## config.mk

```make
export PLATFORM = sky130hd
export DESIGN_NAME = fpu_issue
export DESIGN_NICKNAME = d
export VERILOG_FILES = /design/src/rtl/fpu_pkg.sv /design/src/rtl/fpu_issue_decode.sv /design/src/rtl/fpu_issue.sv
export SDC_FILE = /design/constraint.sdc
export NUM_CORES = 1
export LEC_CHECK = 0
export ABC_AREA = 1
export CAP_MARGIN = 20
export CORE_ASPECT_RATIO = 0.8
export CORE_MARGIN = 2
export CORE_UTILIZATION = 31
export DETAILED_ROUTE_END_ITERATION = 6
export HOLD_SLACK_MARGIN = 0.06
export PLACE_DENSITY = 0.64
export SYNTH_ARGS = -nofsm -noshare
export SYNTH_HDL_FRONTEND = slang
export SYNTH_HIERARCHICAL = 1
export SYNTH_SLANG_ARGS = --single-unit
```

## constraint.sdc

```tcl
create_clock -name clk -period 2.4 [get_ports clk]
set_input_delay 0.48 -clock clk [delete_from_list [all_inputs] [get_ports clk]]
set_output_delay 0.48 -clock clk [all_outputs]
set_load 0.005 [all_outputs]
```

## src/rtl/fpu_pkg.sv

```systemverilog
// Shared encodings for the FPU issue stage: opcodes, OP-FP funct5 selectors
// and the bubble word sent to the FPU when nothing issues.
package fpu_pkg;

   localparam logic [6:0] OPC_FLW  = 7'b0000111;
   localparam logic [6:0] OPC_FSW  = 7'b0100111;
   localparam logic [6:0] OPC_OPFP = 7'b1010011;

   localparam logic [4:0] F5_ADD    = 5'b00000;
   localparam logic [4:0] F5_SUB    = 5'b00001;
   localparam logic [4:0] F5_MUL    = 5'b00010;
   localparam logic [4:0] F5_CVT_WS = 5'b11000;
   localparam logic [4:0] F5_CVT_SW = 5'b11010;

   localparam logic [31:0] FPU_NOP = 32'h0;

endpackage

```

## src/rtl/fpu_issue_decode.sv

```systemverilog
// Float-register usage decode: which of rs1/rs2 are float reads and
// whether rd is a float write. Unknown encodings use no float registers.
module fpu_issue_decode
   import fpu_pkg::*;
(
   input  logic [6:0] i_opcode,
   input  logic [4:0] i_funct5,
   output logic       o_reads_rs1,
   output logic       o_reads_rs2,
   output logic       o_writes_rd
);

   always_comb begin
      o_reads_rs1 = 1'b0;
      o_reads_rs2 = 1'b0;
      o_writes_rd = 1'b0;
      case (i_opcode)
         OPC_FLW: o_writes_rd = 1'b1;
         OPC_FSW: o_reads_rs2 = 1'b1;
         OPC_OPFP: begin
            case (i_funct5)
               F5_ADD, F5_SUB, F5_MUL: begin
                  o_reads_rs1 = 1'b1;
                  o_reads_rs2 = 1'b1;
                  o_writes_rd = 1'b1;
               end
               F5_CVT_SW: o_writes_rd = 1'b1;
               F5_CVT_WS: o_reads_rs1 = 1'b1;
               default: ;
            endcase
         end
         default: ;
      endcase
   end

endmodule

```

## src/rtl/fpu_issue.sv

```systemverilog
// FPU issue/interlock stage: per-register countdown scoreboard stalls RAW
// hazards against the fixed-depth writeback. Statistics under FPU_ISSUE_STATS_EN.
module fpu_issue
   import fpu_pkg::*;
#(
   parameter int PIPE_DEPTH = 5,
   parameter int NREG       = 32,
   parameter int CNT_W      = 3
) (
   input  logic        clk,
   input  logic        rstn,
   input  logic [31:0] in_inst,
   input  logic        in_valid,
   output logic        in_ready,
   output logic [31:0] fpu_inst,
   output logic        fpu_busy,
   output logic [31:0] stall_cnt,
   output logic [31:0] issue_cnt
);

   logic [NREG-1:0][CNT_W-1:0] r_cnt;
   logic [NREG-1:0][CNT_W-1:0] w_cnt_nxt;
   logic [31:0]                r_fpu_inst;
   logic                       r_busy;
   logic                       w_rd_rs1, w_rd_rs2, w_wr_rd;
   logic                       w_hazard, w_fire;
   logic                       w_busy_nxt;
   logic [4:0]                 w_rs1, w_rs2, w_rd;

   assign w_rs1 = in_inst[19:15];
   assign w_rs2 = in_inst[24:20];
   assign w_rd  = in_inst[11:7];

   fpu_issue_decode u_decode (
      .i_opcode    (in_inst[6:0]),
      .i_funct5    (in_inst[31:27]),
      .o_reads_rs1 (w_rd_rs1),
      .o_reads_rs2 (w_rd_rs2),
      .o_writes_rd (w_wr_rd)
   );

   // Hazard looks at counters as registered, before this edge's update.
   assign w_hazard = (w_rd_rs1 && (r_cnt[w_rs1] != '0)) ||
                     (w_rd_rs2 && (r_cnt[w_rs2] != '0));
   assign in_ready = rstn & ~w_hazard;
   assign w_fire   = in_valid & in_ready;

   always_comb begin
      w_cnt_nxt  = r_cnt;
      w_busy_nxt = 1'b0;
      for (int r = 0; r < NREG; r++) begin
         if (w_fire && w_wr_rd && (w_rd == 5'(r)))
            w_cnt_nxt[r] = CNT_W'(PIPE_DEPTH);
         else if (r_cnt[r] != '0)
            w_cnt_nxt[r] = r_cnt[r] - 1'b1;
         w_busy_nxt = w_busy_nxt | (w_cnt_nxt[r] != '0);
      end
   end

   always_ff @(posedge clk) begin
      if (!rstn) begin
         r_cnt      <= '0;
         r_fpu_inst <= FPU_NOP;
         r_busy     <= 1'b0;
      end else begin
         r_cnt      <= w_cnt_nxt;
         r_fpu_inst <= w_fire ? in_inst : FPU_NOP;
         r_busy     <= w_busy_nxt;
      end
   end

   assign fpu_inst = r_fpu_inst;
   assign fpu_busy = r_busy;

`ifdef FPU_ISSUE_STATS_EN
   logic [31:0] r_stall_cnt, r_issue_cnt;

   always_ff @(posedge clk) begin
      if (!rstn) begin
         r_stall_cnt <= '0;
         r_issue_cnt <= '0;
      end else begin
         if (in_valid && !in_ready) r_stall_cnt <= r_stall_cnt + 32'd1;
         if (w_fire)                r_issue_cnt <= r_issue_cnt + 32'd1;
      end
   end

   assign stall_cnt = r_stall_cnt;
   assign issue_cnt = r_issue_cnt;
`else
   assign stall_cnt = 32'h0;
   assign issue_cnt = 32'h0;
`endif

endmodule

```

==> results of run 1 <==
==> registers in the layout, indices dropped and copies added, names as in the netlist <==
register,cells
fpu_busy,1
fpu_inst,32
r_cnt,96
==> layout make-up <==
| cell class | count | area (um^2) |
|---|---|---|
| well taps | 364 | 455.4 |
| repair buffers | 320 | 2794 |
| inverters | 238 | 918.4 |
| flip-flops and latches | 129 | 2646 |
| fillers | 2683 | 14840 |
| clock buffers | 18 | 429.2 |
| multi-input cells | 844 | 5144 |
| clock inverters | 13 | 141.4 |
==> kinds of logic (layout without fill, tap and decap cells) <==
kind of cell / after synthesis / after routing
XOR/XNOR: 32 / 32
multiplexers: 1 / 1
buffers and inverters: 338 / 589
flip-flops: 129 / 129
AO/OA/AOI/OAI: 119 / 119
AND/OR/NAND/NOR: 532 / 532
adder cells (fa/ha/maj): 96 / 96
other: 1 / 64
==> through the flow <==
step,utilization (%),cell area (um^2),setup WS (ns),power (uW),TNS (ns)
2_1_floorplan,-,8890,0.04892,5549,0
3_3_place_gp,40.85,11180,-1.012,7399,-75.53
3_5_place_dp,40.85,11180,-1.051,7522,-81.50
4_1_cts,44.66,12220,-0.01902,10580,-0.03602
5_1_grt,45.78,12530,-0.2509,11660,-0.6423
6_report,45.78,12530,-0.1531,10910,-0.2540
==> critical path, stage by stage (launching register included) <==
cell and delay (ns):
dfxtp_2 0.33, nor2_4 0.12, nand2_1 0.06, nand3_1 0.08, nand2_1 0.06, mux2i_1 0.19
nand2_1 0.11, a21oi_2 0.15, nor2_2 0.06, nor2_4 0.14, buf_4 0.14, buf_6 0.10
buf_6 0.10
==> Yosys cell counts, types with 9 or more instances <==
cell type	number	area (um^2)
inv_1	233	874.6
nand2_1	213	799.5
nor2_1	141	529.3
dfxtp_1	129	2582
nand3_1	109	545.5
ha_1	96	1201
a21oi_1	70	350.3
buf_4	67	503.0
o21ai_0	40	200.2
xor2_1	32	280.3
nand4_1	26	162.7
clkbuf_1	15	56.30
nor3_1	13	65.06
nand4_2	12	150.1
nor4_1	9	56.30
==> where the power goes <==
part           internal (uW)  switching, uW  leakage, uW
clock network           1520           1060     0.000272
registers               2550            294      0.00108
logic                   2480           3010      0.00520
==> placed cells by master, fill, tap and decap left out, drive strengths merged <==
master / Yosys / routed
buf: 84 / 256
inv: 236 / 233
nand2: 214 / 214
nor2: 144 / 144
dfxtp: 129 / 129
nand3: 110 / 110
ha: 96 / 96
a21oi: 70 / 70
conb: 1 / 64
clkdlybuf4s50: 0 / 47
o21ai: 43 / 43
nand4: 38 / 38
xor2: 32 / 32
clkbuf: 16 / 21
dlygate4sd2: 0 / 13
nor3: 13 / 13
clkinv: 2 / 11
nor4: 9 / 9
clkinvlp: 0 / 5
o211ai: 5 / 5
and3: 4 / 4
bufinv: 0 / 2
a31oi: 1 / 1
mux2i: 1 / 1
clkdlybuf4s15: 0 / 1
==> per-layer routing <==
layer / part of all wire [%] / global-route usage, %
met1: 45 / 26.35
met2: 44 / 30.49
met3: 9.3 / 4.064
met4: 2.0 / 6.128
met5: 0 / 0
==> worst max path at each step <==
| stage | start | to | slack, ns | cells past startpoint |
|---|---|---|---|---|
| 2_1_floorplan | in_inst[16] | fpu_busy | 0.05 | 21 |
| 3_3_place_gp | in_inst[20] | in_ready | -1.01 | 14 |
| 3_5_place_dp | in_inst[21] | in_ready | -1.05 | 14 |
| 4_1_cts | r_cnt[60] | in_ready | -0.02 | 11 |
| 5_1_grt | in_inst[21] | fpu_busy | -0.25 | 24 |
| 6_report | r_cnt[61] | in_ready | -0.15 | 12 |
==> repair_timing <==
item | in CTS | in global routing
pin swaps | 56 | 41
gates resized for setup | 182 | 89
setup buffers | 16 | 7
endpoints found under the setup margin | 126 | 18
cloned | 2 | 2
==> metrics, run 1 <==
worst reg2reg startpoint=r_cnt[38]; drt via density=4.611; RSZ-0062 raised after global routing=yes; hpwl dp=21.44 mm; Worst EP arrival=2.07 ns; ys async rst share=0%; IO buf count=68; largest net degree at the start of global routing=71; PnR worst setup slack=-0.1531 ns; CP Max Fanout=3; Synth Area in Adders=13.88%; Reg-to-Reg End=fpu_busy; Clk pin slew, worst setup/hold paths=0.06 ns; Hold/Removal Path Class=primary input to flop; IO Count=133; Core ar.=0.02736 mm^2; Avg Inst Size Synth=6.934 um^2; Hold Path End=fpu_inst[31]; Setup Skew=0.01071 ns; DRC Markers=0; fin cells=1926; Chip Width=190.8 um; min cycle time layout=2.553 ns; EDFF count, synth=0; Final #Nets=1681; routed via count=8880; Clock Sinks=129; hold_ws=0.4251 ns; Area Overhead vs Synth=44.78%; XOR/XNOR Fraction of Synth Area=3.239%; YS warnings=6; Critical Path RT=1.92 ns; gr ovfl total=0; Clock Tree Buf Depth=2; CTS tree=done; number of global-route vias before repair=8443; Fin. Hold Viols=0; Routed WL=28.43 mm; Wirelength per Cell=14.76 um; Main synth FF type=dfxtp_1; Compound-Gate Fraction of Synth Area=7.157%; GRT Total Usage=19.37%; Max Slew Vio Count=0; r2r worst-path depth=22; Mapped Cells=1248; Max Fclk=391.7 MHz; root buffer cell=clkbuf_16; share of cells above drive strength 1=30.15%; final setup violation count=2; post-route ant nets=0; part of the cycle the worst path needs=106.4%; maximum VDD drop=0.4854 mV; critical path endpoint category=output pin; sequential area share after synthesis=29.84%; Hold Buf Count CTS=0; worst hold stages=3; simple-gate portion of the synthesized area=27.43%; Clk Latency, worst-skew pair=0.44 ns; die area=0.02927 mm^2; Initial Util=31.62%; First DRT Iteration DRCs=742; initial antenna violation count=0; global-route wire length before repair=44.18 mm; number of CTS-inserted buffers=17; diode count=0; Max-cap violations=0; Leak=0.006551 uW; flop and latch count out of synthesis=129; failing checks=negative setup slack; row cnt=54; status=finished, violations left; Placer Congestion=0.9393; kind of critical path=flop to output pin; multiplexer share of the synthesized area=0.1157%; synth unique cells=32; Min-Delay Startpoint=in_inst[31]; placed cell count=1870; r2r setup slk=-0.10 ns; PwrDens=870.5 mW/mm^2; Worst Tran Pin Value=0.5489 ns; relative slew slack=63.02%; Post-Syn Area=0.008653 mm^2; H-Tree Depth=4; Die Y=153.4 um; main combinational cell family by area after synthesis=simple AND/OR/NAND/NOR gates; CP startpoint kind=flop; drt pass-1 iters=5
(Power assumes the default switching activity.)
==> inputs of run 2 (changes only) <==
--- a/config.mk
+++ b/config.mk
@@ -13,6 +13,7 @@
 export DETAILED_ROUTE_END_ITERATION = 6
 export HOLD_SLACK_MARGIN = 0.06
 export PLACE_DENSITY = 0.64
+export SLEW_MARGIN = 20
 export SYNTH_ARGS = -nofsm -noshare
 export SYNTH_HDL_FRONTEND = slang
 export SYNTH_HIERARCHICAL = 1
==> results of run 2 <==
Final layout, timing and power as in run 1 (identical DEF).
==> inputs of run 3 (changes only) <==
==> constraint.sdc (replaced) <==
create_clock -name clk -period 2.09 [get_ports clk]
set_input_delay 0.418 -clock clk [delete_from_list [all_inputs] [get_ports clk]]
set_output_delay 0.418 -clock clk [all_outputs]
set_load 0.005 [all_outputs]
==> run 3 against run 2 <==
The flow still finishes with violations (negative setup slack). Combinational power rose by 20%. Global-route usage rose by 0.58 points. Clock-buffer cell count did not move. Register-to-register slack got worse by 0.37 ns. Sequential power rose by 12%. Die area did not move. Flip-flop and latch count did not move. Clock power rose by 24%. Non-clock buffer count rose by 20. Worst hold slack got worse by 0.17 ns. Largest power group unchanged.
==> metrics, run 3 (synthesized netlist as in run 1, its figures left out) <==
Setup Skew=0.01305 ns (was 0.01071 ns); Pwr Total=12980 uW (was 10910 uW); fin cells=1948 (was 1926); Min-Delay Startpoint=in_inst[31] (unchanged); register area=0.002615 mm^2 (was 0.002646 mm^2); kind of critical path=flop to output pin (unchanged); CP Max Fanout=5 (was 3); IO buf count=68 (unchanged); Final #Nets=1701 (was 1681); worst hold stages=3 (unchanged); maximum VDD drop=0.6625 mV (was 0.4854 mV); critical path endpoint category=output pin (unchanged); die area=0.02927 mm^2 (unchanged); Leak=0.006637 uW (was 0.006551 uW); DRC Markers=0 (unchanged); Core ar.=0.02736 mm^2 (unchanged); Wirelength per Cell=15.23 um (was 14.76 um); initial antenna violation count=1 (was 0); Clk pin slew, worst setup/hold paths=0.06 ns (about the same); post-route ant nets=0 (unchanged); final setup violation count=118 (was 2); Max-cap violations=0 (unchanged); Initial Util=31.62% (unchanged); share of cells above drive strength 1=31.14% (was 30.15%); Max Fclk=383.6 MHz; First DRT Iteration DRCs=658 (was 742); min cycle time layout=2.607 ns; PnR worst setup slack=-0.5169 ns (was -0.1531 ns); Fin. Hold Viols=0 (unchanged); drt via density=4.646 (was 4.611); root buffer cell=clkbuf_16 (unchanged); Max Slew Vio Count=0 (unchanged); PwrDens=998.6 mW/mm^2 (was 870.5 mW/mm^2); placed cell count=1888 (was 1870); Die Y=153.4 um (unchanged); Clk Latency, worst-skew pair=0.44 ns (about the same); Clock Sinks=129 (unchanged); Worst Tran Pin Value=0.5271 ns (was 0.5489 ns); CTS tree=done (unchanged); status=finished, violations left (unchanged); worst reg2reg startpoint=r_cnt[36] (was r_cnt[38]); Hold/Removal Path Class=primary input to flop (unchanged); H-Tree Depth=4 (unchanged); Biggest register=r_cnt (unchanged); max reg flops=96 (unchanged); Setup TNS=-10.35 ns (was -0.2540 ns); gr ovfl total=0 (unchanged); row cnt=54 (unchanged); CP startpoint kind=flop (unchanged); Worst EP arrival=2.19 ns (was 2.07 ns); RSZ-0062 raised after global routing=yes (unchanged); Hold Buf Count CTS=0 (unchanged); failing checks=negative setup slack (unchanged); crit path launch=r_cnt[64] (was r_cnt[61]); drt pass-1 iters=5 (unchanged); Hold Path End=fpu_inst[31] (unchanged); area taken by multi-input logic gates=0.005348 mm^2 (was 0.005144 mm^2); largest net degree at the start of global routing=37 (was 71); r2r setup slk=-0.47 ns (was -0.10 ns); routed via count=9050 (was 8880); GRT Total Usage=19.95% (was 19.37%); r2r worst-path depth=23 (was 22); Clock Tree Buf Depth=2 (unchanged); number of CTS-inserted buffers=17 (unchanged); hpwl dp=21.55 mm (was 21.44 mm); global-route wire length before repair=45.10 mm (was 44.18 mm); Routed WL=29.67 mm (was 28.43 mm); Critical Path RT=1.67 ns (was 1.92 ns); Placer Congestion=0.9714 (was 0.9393); part of the cycle the worst path needs=124.7%; most frequent cells in the layout=buf_4 (219), inv_1 (214), nand2_1 (198), nor2_1 (110), dfxtp_1 (103) (was buf_4 (227), inv_1 (214), nand2_1 (201), nor2_1 (115), nand3_1 (93)); Layout fillers=2656 (was 2683); relative slew slack=64.86% (was 63.02%); Reg-to-Reg End=fpu_busy (unchanged); number of global-route vias before repair=8524 (was 8443); commonest non-fill, non-tap cell in the layout=buf_4 (unchanged); Area Overhead vs Synth=50.25% (was 44.78%); Chip Width=190.8 um (unchanged); IO Count=133 (unchanged)
## run 3: cell count changes in the layout (fill, tap and decap cells not counted), moves of 6 or more
cell / change
a21oi_2: +16
a21oi_1: -16
buf_6: +28
o21ai_2: -6
nand3_1: -7
dfxtp_1: +23
dfxtp_2: -22
nand3_2: +6
o21ai_0: +9
nor2_2: +6
nand4_4: +11
buf_4: -8
nand4_2: -11
## run 3: routing by layer
layer	GRT usage [%]	part of all wire (%)	wire length, um
met4	5.832	2.0	607
met5	0	0	0
met3	5.488	9.6	2834
met1	27.77	45	13360
met2	29.88	43	12860
## run 3: final cells by class
class,count,area share (%)
Multi-Input combinational cell,844,41.13
Timing Repair Buffer,340,23.60
Sequential cell,129,20.11
Inverter,238,6.958
Tap cell,364,3.503
Clock buffer,18,3.301
Clock inverter,14,1.376
Antenna cell,1,0.01925
## run 3: worst max path at each step
stage	to	slack, ns	cells past startpoint
4_1_cts	fpu_busy	-0.41	21
6_report	in_ready	-0.52	13
3_5_place_dp	fpu_busy	-1.26	23
3_3_place_gp	fpu_busy	-1.23	23
2_1_floorplan	fpu_busy	-0.13	20
5_1_grt	fpu_busy	-0.70	16
## run 3: metrics by stage
stage          utilization, %  hold WS (ns)  area, um^2  setup WS, ns
6_report                47.51        0.2518       13000       -0.5169
5_1_grt                 47.50        0.2643       13000       -0.6960
4_1_cts                 45.74        0.3685       12520       -0.4121
3_5_place_dp            41.31        0.5948       11300        -1.260
3_3_place_gp            41.31        0.5820       11300        -1.226
2_1_floorplan               -        0.5302        8907       -0.1340
## run 3: power by group
part / switching, uW / internal [uW]
sequential: 286 / 2910
clock: 1290 / 1900
combinational: 3550 / 3050
## run 3: worst max-delay path: stages, from the launching register on
cell,delay (ns)
dfxtp_1,0.31
nor2_1,0.20
nand2_1,0.09
nand3_1,0.08
nand2_1,0.06
mux2i_1,0.14
nand2_1,0.11
a21oi_2,0.15
nor2_2,0.06
nor2_4,0.11
buf_12,0.14
buf_12,0.10
buf_4,0.10
buf_6,0.09
## run 3: what timing repair did
item | in CTS | in global routing
pin swaps | 51 | 54
gates cloned | 4 | 1
resized for setup | 135 | 155
buffers inserted | 20 | 11
setup endpoints to repair | 130 | 130
